**src/rtl/pkg_keccak.sv**
```systemverilog
// pkg_keccak: shared data width, sponge block size and arbiter state type
// for the two-requester keccak core arbiter.
package pkg_keccak;

    localparam int unsigned N           = 64;
    localparam int unsigned BLOCK_WORDS = 17;
    localparam int unsigned WCNT_W      = $clog2(BLOCK_WORDS);

    typedef enum logic [1:0] {
        IDLE    = 2'd0,
        START   = 2'd1,
        ABSORB  = 2'd2,
        SQUEEZE = 2'd3
    } arb_state_t;

endpackage

```
**src/rtl/keccak_rr_pick.sv**
```systemverilog
// keccak_rr_pick: two-way round-robin pick. The requester that was not
// granted last wins a tie; with no previous grant (00) requester 0 wins.
module keccak_rr_pick (
    input  logic [1:0] i_req,
    input  logic [1:0] i_last_gnt,
    output logic [1:0] o_gnt
);

    logic w_prefer1;

    // Requester 1 is favoured only right after requester 0 held the core.
    assign w_prefer1 = i_last_gnt[0] & ~i_last_gnt[1];

    // One-hot pick; all zero when nobody requests.
    assign o_gnt[0] = i_req[0] & (~i_req[1] | ~w_prefer1);
    assign o_gnt[1] = i_req[1] & (~i_req[0] |  w_prefer1);

endmodule

```
**src/rtl/keccak_arbiter.sv**
```systemverilog
// keccak_arbiter: shares one keccak core between two requesters. A granted
// requester streams its message through ABSORB, then receives OUT_WORDS
// digest words in SQUEEZE before the core is released.
// Optional feature: define KECCAK_ARB_STATS_EN for per-requester completed
// message counters on Msg_count (tied to zero otherwise).
module keccak_arbiter
    import pkg_keccak::*;
#(
    parameter int unsigned OUT_WORDS = 4
) (
    input  logic                Clock,
    input  logic                Reset,
    input  logic [1:0]          Req_start,
    input  logic [1:0][N-1:0]   Req_din,
    input  logic [1:0]          Req_din_valid,
    input  logic [1:0]          Req_last_block,
    output logic [1:0]          Req_ready,
    output logic [1:0]          Grant,
    output logic [N-1:0]        Req_dout,
    output logic [1:0]          Req_dout_valid,
    output logic                Core_start,
    output logic                Core_din_valid,
    output logic                Core_last_block,
    output logic [N-1:0]        Core_din,
    input  logic                Core_buffer_full,
    input  logic                Core_ready,
    input  logic                Core_dout_valid,
    input  logic [N-1:0]        Core_dout,
    output logic [1:0][15:0]    Msg_count
);

    localparam int unsigned OCNT_W = (OUT_WORDS > 1) ? $clog2(OUT_WORDS) : 1;

    arb_state_t          r_state;
    logic [1:0]          r_grant;
    logic [1:0]          r_last_gnt;
    logic                r_core_start;
    logic [WCNT_W-1:0]   r_word_cnt;
    logic                r_blk_last;
    logic [OCNT_W-1:0]   r_out_cnt;

    logic [1:0]          w_pick;
    logic                w_owner;
    logic                w_absorb;
    logic                w_squeeze;
    logic                w_ready;
    logic                w_xfer;
    logic                w_own_last;
    logic                w_blk_end;
    logic                w_out_end;
    logic                w_msg_done;

    // Round-robin choice among pending starts.
    keccak_rr_pick u_pick (
        .i_req      (Req_start),
        .i_last_gnt (r_last_gnt),
        .o_gnt      (w_pick)
    );

    // Owner index and phase decodes.
    assign w_owner    = r_grant[1];
    assign w_absorb   = (r_state == ABSORB);
    assign w_squeeze  = (r_state == SQUEEZE);
    assign w_ready    = w_absorb & ~Core_buffer_full;
    assign w_xfer     = w_ready & Req_din_valid[w_owner];
    assign w_own_last = Req_last_block[w_owner];
    assign w_blk_end  = (r_word_cnt == WCNT_W'(BLOCK_WORDS - 1));
    assign w_out_end  = (r_out_cnt == OCNT_W'(OUT_WORDS - 1));
    assign w_msg_done = w_squeeze & Core_dout_valid & w_out_end;

    // Datapath steering between the owner and the core.
    assign Grant           = r_grant;
    assign Core_start      = r_core_start;
    assign Req_ready       = r_grant & {2{w_ready}};
    assign Core_din_valid  = w_xfer;
    assign Core_din        = w_absorb ? Req_din[w_owner] : '0;
    assign Core_last_block = w_absorb & w_own_last;
    assign Req_dout        = w_squeeze ? Core_dout : '0;
    assign Req_dout_valid  = r_grant & {2{w_squeeze & Core_dout_valid}};

    // Arbitration FSM with block and digest word counters.
    always_ff @(posedge Clock or posedge Reset) begin
        if (Reset) begin
            r_state      <= IDLE;
            r_grant      <= '0;
            r_last_gnt   <= '0;
            r_core_start <= 1'b0;
            r_word_cnt   <= '0;
            r_blk_last   <= 1'b0;
            r_out_cnt    <= '0;
        end else begin
            r_core_start <= 1'b0;
            case (r_state)
                IDLE: begin
                    if (Core_ready && (Req_start != 2'b00)) begin
                        r_grant      <= w_pick;
                        r_last_gnt   <= w_pick;
                        r_core_start <= 1'b1;
                        r_word_cnt   <= '0;
                        r_blk_last   <= 1'b0;
                        r_out_cnt    <= '0;
                        r_state      <= START;
                    end
                end
                START: begin
                    r_state <= ABSORB;
                end
                ABSORB: begin
                    if (w_xfer) begin
                        if (w_blk_end) begin
                            // Block boundary: finish if any word of this block was last.
                            r_word_cnt <= '0;
                            r_blk_last <= 1'b0;
                            if (r_blk_last || w_own_last) begin
                                r_state <= SQUEEZE;
                            end
                        end else begin
                            r_word_cnt <= r_word_cnt + WCNT_W'(1);
                            r_blk_last <= r_blk_last | w_own_last;
                        end
                    end
                end
                SQUEEZE: begin
                    if (w_msg_done) begin
                        // Release; the next grant is decided from IDLE a cycle later.
                        r_out_cnt <= '0;
                        r_grant   <= '0;
                        r_state   <= IDLE;
                    end else if (Core_dout_valid) begin
                        r_out_cnt <= r_out_cnt + OCNT_W'(1);
                    end
                end
                default: begin
                    r_state <= IDLE;
                end
            endcase
        end
    end

`ifdef KECCAK_ARB_STATS_EN
    logic [1:0][15:0] r_msg_count;

    // Completed messages per requester; 16-bit wrap is intended.
    always_ff @(posedge Clock or posedge Reset) begin
        if (Reset) begin
            r_msg_count <= '0;
        end else if (w_msg_done) begin
            r_msg_count[w_owner] <= r_msg_count[w_owner] + 16'd1;
        end
    end

    assign Msg_count = r_msg_count;
`else
    assign Msg_count = '0;
`endif

endmodule

```
**config.mk**
```make
export PLATFORM = sky130hd
export DESIGN_NAME = keccak_arbiter
export DESIGN_NICKNAME = d
export VERILOG_FILES = /design/src/rtl/pkg_keccak.sv /design/src/rtl/keccak_rr_pick.sv /design/src/rtl/keccak_arbiter.sv
export SDC_FILE = /design/constraint.sdc
export NUM_CORES = 1
export LEC_CHECK = 0
export ABC_AREA = 0
export CAP_MARGIN = 20
export CORE_AREA = 2 2 145 147
export DETAILED_ROUTE_END_ITERATION = 16
export DIE_AREA = 0 0 147 149
export PLACE_DENSITY_LB_ADDON = 0.15
export REMOVE_ABC_BUFFERS = 1
export SLEW_MARGIN = 20
export SYNTH_ARGS = -nofsm -noshare
export SYNTH_HDL_FRONTEND = slang
export SYNTH_SLANG_ARGS = --single-unit
```
**constraint.sdc**
```tcl
create_clock -name Clock -period 2.2 [get_ports Clock]
set_clock_uncertainty 0.15 [all_clocks]
set_input_delay 0.44 -clock Clock [delete_from_list [all_inputs] [get_ports Clock]]
set_output_delay 0.44 -clock Clock [all_outputs]
set_load 0.01 [all_outputs]
```
Word level (Yosys, flattened, before mapping) --
Cells that the tools add are included.
Cells by class: $add $sub $neg 2, mux-type cells 30, bitwise logic cells 18, equal/unequal tests 11, order comparisons 1, reductions and logical operators 11
Operators with widths (count):
- two-way mux 64 bit | 4
- two-way mux 2 bit | 9
- two-way mux 5 bit | 3
- one-hot mux 5 bit (2 select lines) | 1
- two-way mux 1 bit | 9
- AND reduction 3 bit | 3
- AND 1 bit | 8
- one-hot mux 2 bit (2 select lines) | 2
- one-hot mux 2 bit (4 select lines) | 1
- equality test 2 bit (second input constant) | 3
- != test 2 x 1 -> 1 bit (second input constant) | 3
- nonzero test 2 bit | 3
- adder 5 x 1 -> 5 bit (second input constant) | 1
- equality test 5 bit (second input constant) | 1
- inverter 1 bit | 5
- AND reduction 5 bit | 1
- AND 2 bit | 2
- != test 2 bit (second input constant) | 2
- != test 3 x 2 -> 1 bit (second input constant) | 1
- OR 1 bit | 3
- adder 2 x 1 -> 2 bit (second input constant) | 1
- equality test 2 x 1 -> 1 bit (second input constant) | 1
- logical NOT 2 bit | 1
- less-than comparator 1 x 2 -> 1 bit (second input constant) | 1
- other kinds (4) | 4
Word-level totals: output and inout bits 169, logic and storage cells 80, input port bits 203, bits in registers 15

Depth between registers and ports, before layout --
Gate-level depths: netlist of the first run.
depth after elaboration 7, mapped depth 7, mapped depth without buffers 6

Modules after synthesis --
From an unflattened synthesis of the first run, not the netlist that was laid out.
Unflattened totals: cells, all modules 340, area, all modules 2534.9 sq um
By module, submodules not included:
- keccak_arbiter | times used 1, sequential area each 375.4 sq um, area each 2504.9 sq um, cells each 336
- keccak_rr_pick | times used 1, sequential area each 0.0 sq um, area each 30.0 sq um, cells each 4

Worst setup path after synthesis of the first run --
No wires, ideal clock.
kind reg2out, start register r_state[0], end output Core_din[33], cell stages (with the launch flop) 8, buffers on the path 3, setup slack 102 ps, data arrival time 1508 ps, data required time 1610 ps, path through dfrtp_1 > inv_1 > ha_1 > buf_2 > inv_2 > clkbuf_1 > buf_1 > nor2_1
On the way: longest elaborated chain between the ends 2
Ends and longest elaborated chain:
- start, declared | line keccak_arbiter.sv:34 | arb_state_t r_state;
- start signal, assigned | line keccak_arbiter.sv:84 | r_state <= IDLE;
- start signal, assigned | line keccak_arbiter.sv:102 | r_state <= START;
- start signal, assigned | line keccak_arbiter.sv:106 | r_state <= ABSORB;
- equality test 2 bit | line keccak_arbiter.sv:62 | assign w_absorb = (r_state == ABSORB);
- two-way mux 64 bit | line keccak_arbiter.sv:76 | assign Core_din = w_absorb ? Req_din[w_owner] : '0;
- end, declared | line keccak_arbiter.sv:24 | output logic [N-1:0] Core_din,
Every way passes these cells.

Final worst setup path of the first run --
start register r_grant[1], in the netlist Grant[1], end register r_state[1]
On the way: longest elaborated chain between the ends 5, elaborated cells on any way between the ends 9, classes of those cells 2 x eq/ne; 4 x mux; 1 x bitwise; 2 x reduce/logical
Ends and longest elaborated chain:
- start, declared | line keccak_arbiter.sv:35 | logic [1:0] r_grant;
- start signal, assigned | line keccak_arbiter.sv:96 | r_grant <= w_pick;
- two-way mux 1 bit (on tied branches) (2 in series) | line keccak_arbiter.sv:65, keccak_arbiter.sv:66
- AND 1 bit / logical OR 1 bit (equally long branches) | line keccak_arbiter.sv:65, keccak_arbiter.sv:114
- != test 2 bit (no source line) / != test 2 x 1 -> 1 bit (equally long branches)
- AND reduction 5 bit (no source line) (*)
Every way passes the cells marked *; elsewhere a longest branch is shown, timed or not. The select of a mux whose other input is x is not followed. A chain may end at the register's enable or synchronous reset.

==> results of run 1 <==
==> area by class of cell <==
| cell class | instances | area (µm²) | share of cell area [%] |
|---|---|---|---|
| clock buffer | 3 | 75.1 | 1.19 |
| antenna | 1 | 2.50 | 0.0397 |
| sequential | 15 | 380 | 6.03 |
| multi-input combinational | 289 | 2030 | 32.2 |
| clock inverter | 1 | 5.00 | 0.0793 |
| timing repair buffer | 384 | 3420 | 54.3 |
| tap | 275 | 344 | 5.45 |
| inverter | 9 | 43.8 | 0.694 |
==> layout by cell type, fill, tap and decap left out, types with 3 or more instances in the layout <==
cell type / Yosys / final
clkbuf_16: 0 / 4
mux2i_1: 67 / 61
and3_1: 3 / 3
buf_4: 33 / 26
inv_1: 8 / 7
o211ai_1: 3 / 3
conb_1: 1 / 32
clkdlybuf4s50_1: 0 / 204
o21ai_0: 7 / 6
buf_2: 8 / 80
mux2i_4: 0 / 4
dlygate4sd2_1: 0 / 10
dfrtp_1: 15 / 13
clkdlybuf4s15_1: 0 / 7
buf_16: 0 / 4
nand2_1: 8 / 8
buf_12: 0 / 10
ha_1: 7 / 5
and2_1: 66 / 63
and2_4: 0 / 3
nor2_1: 64 / 53
clkbuf_2: 0 / 33
nor2_2: 0 / 9
buf_6: 0 / 5
==> through the flow <==
step	setup TNS [ns]	total power [W]	hold slack (ns)	worst slack (ns)
finish	-0.00890	0.00560	0.330	-0.00890
global route	-0.448	0.00599	0.376	-0.0593
CTS	-0.933	0.00572	0.331	-0.119
detailed placement	-2.45	0.00493	0.320	-0.161
global placement	-1.80	0.00492	0.312	-0.113
floorplan	-90.19	0.00237	0.191	-1.70
==> path summary, 6_finish.rpt <==
kind,depth (start not counted),slack (ns),endpoint,startpoint
max in group asynchronous,2,1.03,Grant[1],Reset
min reg2reg,2,0.33,r_last_gnt[0],r_last_gnt[0]
min,2,0.33,r_last_gnt[0],r_last_gnt[0]
min in group asynchronous,2,0.42,r_state[0],Reset
max reg2reg,6,-0.009,r_state[1],Grant[1]
max,6,-0.009,r_state[1],Grant[1]
==> worst max-delay path: cells and delay by family, from the launching register on <==
family	cells	cell delay [ns]
AOI/OAI and AO/OA	1	0.30
buffers and inverters	2	0.30
DFF	1	0.51
muxes	2	0.49
and+or+nand+nor	1	0.34
==> layer usage <==
layer  up-vias  part of all wire [%]  GRT usage [%]  wire length (µm)
li1       1791                     -              -                 -
met3         4                   9.0           3.12              1360
met5         -                     0              0                 0
met2       224                    54           25.9              8240
met4         0                  0.40           1.11                61
met1      1621                    36           13.3              5490
==> synth_stat cells, drive strengths merged, types with 2 or more instances <==
cell,instances
a21oi,2
a22o,2
and2,66
and3,3
buf,43
clkbuf,13
dfrtp,15
ha,7
inv,9
mux2,3
mux2i,67
nand2,8
nand2b,2
nor2,64
nor3,3
nor3b,2
o211ai,3
o21ai,8
o2bb2ai,2
o31ai,2
o41ai,2
==> registers in the layout (all words and copies together), names as in the netlist <==
| name | count |
|---|---|
| r_word_cnt | 5 |
| r_state | 2 |
| Core_start | 1 |
| r_out_cnt | 2 |
| r_blk_last | 1 |
| r_last_gnt | 2 |
| Grant | 2 |
==> cell families after synthesis <==
family	share of synthesized area [%]
simple gates	31.3
mux	28.0
buf+inv	15.0
compound gates	7.07
flops	14.9
fa+ha+maj	3.48
other cells	0.149
==> power breakdown <==
| group | switching [W] | internal (W) |
|---|---|---|
| Clock | 0.000117 | 0.000243 |
| Combinational | 0.00226 | 0.00251 |
| Sequential | 0.0000860 | 0.000375 |
==> timing repair <==
item / in CTS / in global routing
cloned: 5 / 1
buffers inserted: 12 / 1
pin swaps: 2 / 1
gates resized for setup: 435 / 81
endpoints found under the setup margin: 136 / 73
==> results by group, run 1 <==
Run status
  • Run status: complete, but fails checks
  • Failing checks: setup timing

Placement
  • Inst Count DP: 954
  • Placement Cell Area: 6290 µm²
  • DP HPWL: between 10 and 15 mm
  • Port bufs: 339
  • Final GP Congestion: 0.804

Cells and area
  • Design area: between 6000 and 7000 µm²
  • FILL cells: roughly 2,200
  • Layout cell share with drive strength beyond 1: roughly 29%
  • Synthesis-to-layout area growth: 151%
  • Final net count: 912
  • Non-filler cells, final: slightly below 1,000
  • Post-layout util: between 30% and 40%

Yosys
  • Synthesis Warnings: 0
  • EDFF count, synth: 0
  • Yosys top cell by area: mux2i_1
  • Mapped cell area: 2510 µm²
  • Yosys reg bits: 15
  • Synth Flop Type: dfrtp_1
  • Synthesized instance count: 338
  • Sequential element share of the synthesized area: 14.9%
  • Yosys top cell area share: 26.7%
  • Synth area leaders: mux2i_1 27%, and2_1 16%, dfrtp_1 15%, buf_4 9.9%, nor2_1 9.6%
  • Yosys cell types: 38
  • Syn Area/Cell: around 7.4 µm²
  • Asr flop ratio synth: between 90% and 100%

Floorplan
  • DIE AREA: between 20,000 and 25,000 µm²
  • Chip Height: ~150 µm
  • Core footprint: about 21,000 µm²
  • FP Rows: 53
  • I/O Pins: 372
  • Initial Utilization: 12.2%
  • Chip width: 147 µm

CTS
  • Hold Buf Count CTS: 0
  • CTS tree: done
  • Clock Tree Root: clkbuf_16
  • # clock sinks: 15
  • Num CTS Buffers: 3
  • Clock latency on the worst-skew pair: 0.25 ns
  • CTS Buffer Depth: 2
  • Clk slew on worst S/H paths: about 0.050 ns
  • H-tree lvl count: 1

Worst setup path
  • Crit path DAT: about 2.2 ns
  • Worst setup path category: reg -> reg
  • Crit Path Max Fanout: 5
  • CP required: approximately 2.2 ns
  • Crit start category: flop
  • Worst path max stage delay: approximately 0.5 ns
  • CP endpoint kind: flop
  • Crit-path cells: buf_12, buf_4, mux2i_2, o31a_1, or3_4, mux2_4
  • Slowest CP cell: dfrtp_4

Timing
  • Post-route setup slack: -0.00890 ns
  • Final Hold Vio Count: 0
  • Worst relative slew slack: 59.2%
  • Pins Over Slew Limit: 0
  • Tcrit/Tclk final: 100%
  • Minimum clock period: 2.21 ns
  • Achievable frequency: 453 MHz
  • Actual slew at the worst max-slew pin: between 0.6 and 0.7 ns
  • RSZ-0062 raised after global routing: yes
  • Endpoints failing setup: 1

Detailed routing
  • WL/cell: 15.5 µm
  • Initial DRC Count: 44
  • Vias per inst: about 3.7
  • Number of detailed-route iterations in the first pass: 4
  • Vias post-DR: 3,640
  • Routed WL: 15.2 mm
  • Final antenna-violating net count: 0
  • DR DRC count: 0

Hold path
  • Tightest Hold Check Type: reg -> reg

Global route
  • Largest net degree at the start of global routing: 25
  • Grt ovf: 0
  • First-pass GRT wire length: 21.6 mm
  • Vias in the first global route: 3,758
  • Initial antenna violation count: 1
  • GRT Overall Usage: 12.6%

Power and ir drop
  • Leak: 2.91 nW
  • PwrDens: 887 nW/µm²
  • Maximum vdd ir drop: 414 µV

Job
  • Max-Cap Viols: 0
No activity file was read; power rests on OpenSTA's default activity.
==> inputs of run 2 (changes only) <==
--- a/config.mk
+++ b/config.mk
@@ -6,10 +6,10 @@
 export NUM_CORES = 1
 export LEC_CHECK = 0
 export ABC_AREA = 0
-export CAP_MARGIN = 20
-export CORE_AREA = 2 2 145 147
+export CORE_AREA = 2 2 144 146
+export CTS_CLUSTER_DIAMETER = 30
 export DETAILED_ROUTE_END_ITERATION = 16
-export DIE_AREA = 0 0 147 149
+export DIE_AREA = 0 0 146 148
 export PLACE_DENSITY_LB_ADDON = 0.15
 export REMOVE_ABC_BUFFERS = 1
 export SLEW_MARGIN = 20
==> constraint.sdc (replaced) <==
create_clock -name Clock -period 2.8 [get_ports Clock]
set_clock_uncertainty 0.15 [all_clocks]
set_input_delay 0.56 -clock Clock [delete_from_list [all_inputs] [get_ports Clock]]
set_output_delay 0.56 -clock Clock [all_outputs]
set_load 0.01 [all_outputs]
==> run 2 against run 1 <==
  * The flow now finishes without violations
  * Hold slack improved by 0.0032 ns
  * Worst setup slack improved by 0.10 ns
  * Register-to-register slack improved by 0.34 ns
  * Flip-flop and latch count did not move
  * Clock power fell by 22%
==> results by group, run 2 (synthesis results as in run 1) <==
Run status
  • Run status: completed (was complete, but fails checks)

Floorplan
  • Core footprint: 20,000 µm² (was 20,600 µm²)
  • Chip width: 146 µm (was 147 µm)
  • FP Rows: 52 (was 53)
  • DIE AREA: 21,600 µm² (was 21,900 µm²)
  • Initial Utilization: 12.5% (was 12.2%)
  • Chip Height: 148 µm (was 149 µm)
  • I/O Pins: 372 (unchanged)

Timing
  • Achievable frequency: 370 MHz
  • Post-route setup slack: 0.0944 ns (was -0.00890 ns)
  • Actual slew at the worst max-slew pin: 0.736 ns (was 0.612 ns)
  • Minimum clock period: 2.71 ns
  • Tcrit/Tclk final: 96.6%
  • Pins Over Slew Limit: 0 (unchanged)
  • RSZ-0062 raised after global routing: yes (unchanged)
  • Endpoints failing setup: 0 (was 1)
  • Worst relative slew slack: 50.4% (was 59.2%)
  • Final Hold Vio Count: 0 (unchanged)

Cells and area
  • Final net count: 876 (was 912)
  • Synthesis-to-layout area growth: 148% (was 151%)
  • Biggest register: r_word_cnt (unchanged)
  • Commonest non-fill, non-tap cells in the layout: 335 x clkdlybuf4s50_1, 67 x mux2i_1, 66 x and2_1 (was 204 x clkdlybuf4s50_1, 80 x buf_2, 63 x and2_1)
  • Layout cell share with drive strength beyond 1: 2.86% (was 28.5%)
  • FILL cells: 2,145 (was 2,211)
  • Most common cell after layout, fill and taps aside: clkdlybuf4s50_1 (unchanged)
  • Largest register FFs: 5 (unchanged)

Placement
  • Final GP Congestion: 0.901 (was 0.804)
  • Setup slack at placement: 0.147 ns (was -0.161 ns)
  • DP HPWL: 12.1 mm (was 11.8 mm)
  • Port bufs: 339 (unchanged)

Worst setup path
  • FF-to-FF End: r_word_cnt[3] (was r_state[1])
  • Crit path DAT: 2.00 ns (was 2.19 ns)
  • Setup crit start: r_state[0] (was Grant[1])
  • Worst setup path category: reg -> out (was reg -> reg)
  • Crit start category: flop (unchanged)
  • End point of the critical path: Req_ready[0] (was r_state[1])
  • Setup slack, reg-to-reg: 0.33 ns (was -0.009 ns)
  • CP required: 2.09 ns (was 2.18 ns)
  • CP endpoint kind: primary output (was flop)
  • Worst Reg-to-Reg Cells: 7 (was 6)
  • Crit Path Max Fanout: 40 (was 5)
  • Worst R2R Start: r_state[0] (was Grant[1])

Power and ir drop
  • PwrDens: 631 nW/µm² (was 887 nW/µm²)
  • Leak: 2.45 nW (was 2.91 nW)
  • Tot Pwr: 0.00394 W (was 0.00560 W)
  • Maximum vdd ir drop: 293 µV (was 414 µV)

Global route
  • Largest net degree at the start of global routing: 73 (was 25)
  • First-pass GRT wire length: 20.5 mm (was 21.6 mm)
  • GRT Overall Usage: 12.0% (was 12.6%)
  • Initial antenna violation count: 2 (was 1)
  • Vias in the first global route: 3,518 (was 3,758)
  • Grt ovf: 0 (unchanged)

CTS
  • CTS Buffer Depth: 2 (unchanged)
  • Clock latency on the worst-skew pair: 0.24 ns (was 0.25 ns)
  • H-tree lvl count: 1 (unchanged)
  • Hold Buf Count CTS: 0 (unchanged)
  • Num CTS Buffers: 3 (unchanged)
  • # clock sinks: 15 (unchanged)
  • Clk slew on worst S/H paths: 0.05 ns (about the same)
  • CTS tree: done (unchanged)
  • Clock Tree Root: clkbuf_16 (unchanged)

Detailed routing
  • Number of detailed-route iterations in the first pass: 4 (unchanged)
  • Vias post-DR: 3,455 (was 3,640)
  • Vias per inst: 3.69 (was 3.73)
  • Top Metal Used: met4 (unchanged)
  • Metal-1 WL: 5.27 mm (was 5.49 mm)
  • Initial DRC Count: 106 (was 44)
  • Routed WL: 14.0 mm (was 15.2 mm)
  • DR DRC count: 0 (unchanged)
  • Final antenna-violating net count: 0 (unchanged)
  • WL/cell: 15.0 µm (was 15.5 µm)
  • Met2 wire len: 7.44 mm (was 8.24 mm)
  • WL met3: 1.22 mm (was 1.36 mm)

Job
  • Max-Cap Viols: 0 (unchanged)

Hold path
  • Hold path depth: 1 (was 2)
  • Tightest Hold Check Type: reg -> reg (unchanged)
run 2: what timing repair did:
| item | in CTS | in global routing |
|---|---|---|
| buffers inserted | 0 | 0 |
| resized for setup | 0 | 6 |
| hold endpoints to repair | 0 | 0 |
| endpoints found under the setup margin | 0 | 18 |
run 2: worst max-delay path: stages (launching register included):
cell and delay [ns]:
dfrtp_1 0.38, inv_1 0.12, ha_2 0.22, inv_2 0.06, buf_12 0.16, nor3b_1 0.20, clkdlybuf4s50_1 0.57
run 2: layout make-up:
cell class	count	area, µm²	area share, %
Sequential cell	15	379	6.07
Timing Repair Buffer	348	3520	56.5
Inverter	9	33.8	0.541
Tap cell	270	338	5.41
Antenna cell	2	5.00	0.0802
Multi-Input combinational cell	289	1880	30.2
Clock buffer	4	78.8	1.26
run 2: worst min-delay path by stage:
stage / startpoint / endpoint / slack (ns)
after global placement: r_out_cnt[0] / r_out_cnt[0] / 0.31
after CTS: r_last_gnt[0] / r_last_gnt[0] / 0.34
after detailed placement: r_last_gnt[0] / r_last_gnt[0] / 0.32
after floorplan: r_last_gnt[0] / r_last_gnt[0] / 0.30
after global routing: r_out_cnt[0] / r_out_cnt[0] / 0.36
final: r_out_cnt[0] / r_out_cnt[0] / 0.33
run 2: layer usage:
layer	vias to the layer above	track usage, %
met4	0	1.50
li1	1707	-
met2	223	23.9
met1	1519	13.0
met5	-	0
met3	6	3.30
run 2: stage by stage:
stage	TNS (ns)	utilization [%]	hold slack, ns	instances	cell area (µm²)
2_1_floorplan	-51.67	-	0.300	313	2290
3_3_place_gp	0	30.6	0.313	931	6140
3_5_place_dp	0	30.6	0.323	931	6140
4_1_cts	0	31.0	0.335	935	6220
5_1_grt	-0.00268	31.1	0.355	937	6240
6_report	0	31.1	0.333	937	6240
run 2: where the power goes:
| group | total, W | switching, W | internal (W) |
|---|---|---|---|
| sequential | 0.000363 | 0.0000701 | 0.000293 |
| combinational | 0.00330 | 0.00148 | 0.00182 |
| clock | 0.000280 | 0.0000868 | 0.000193 |
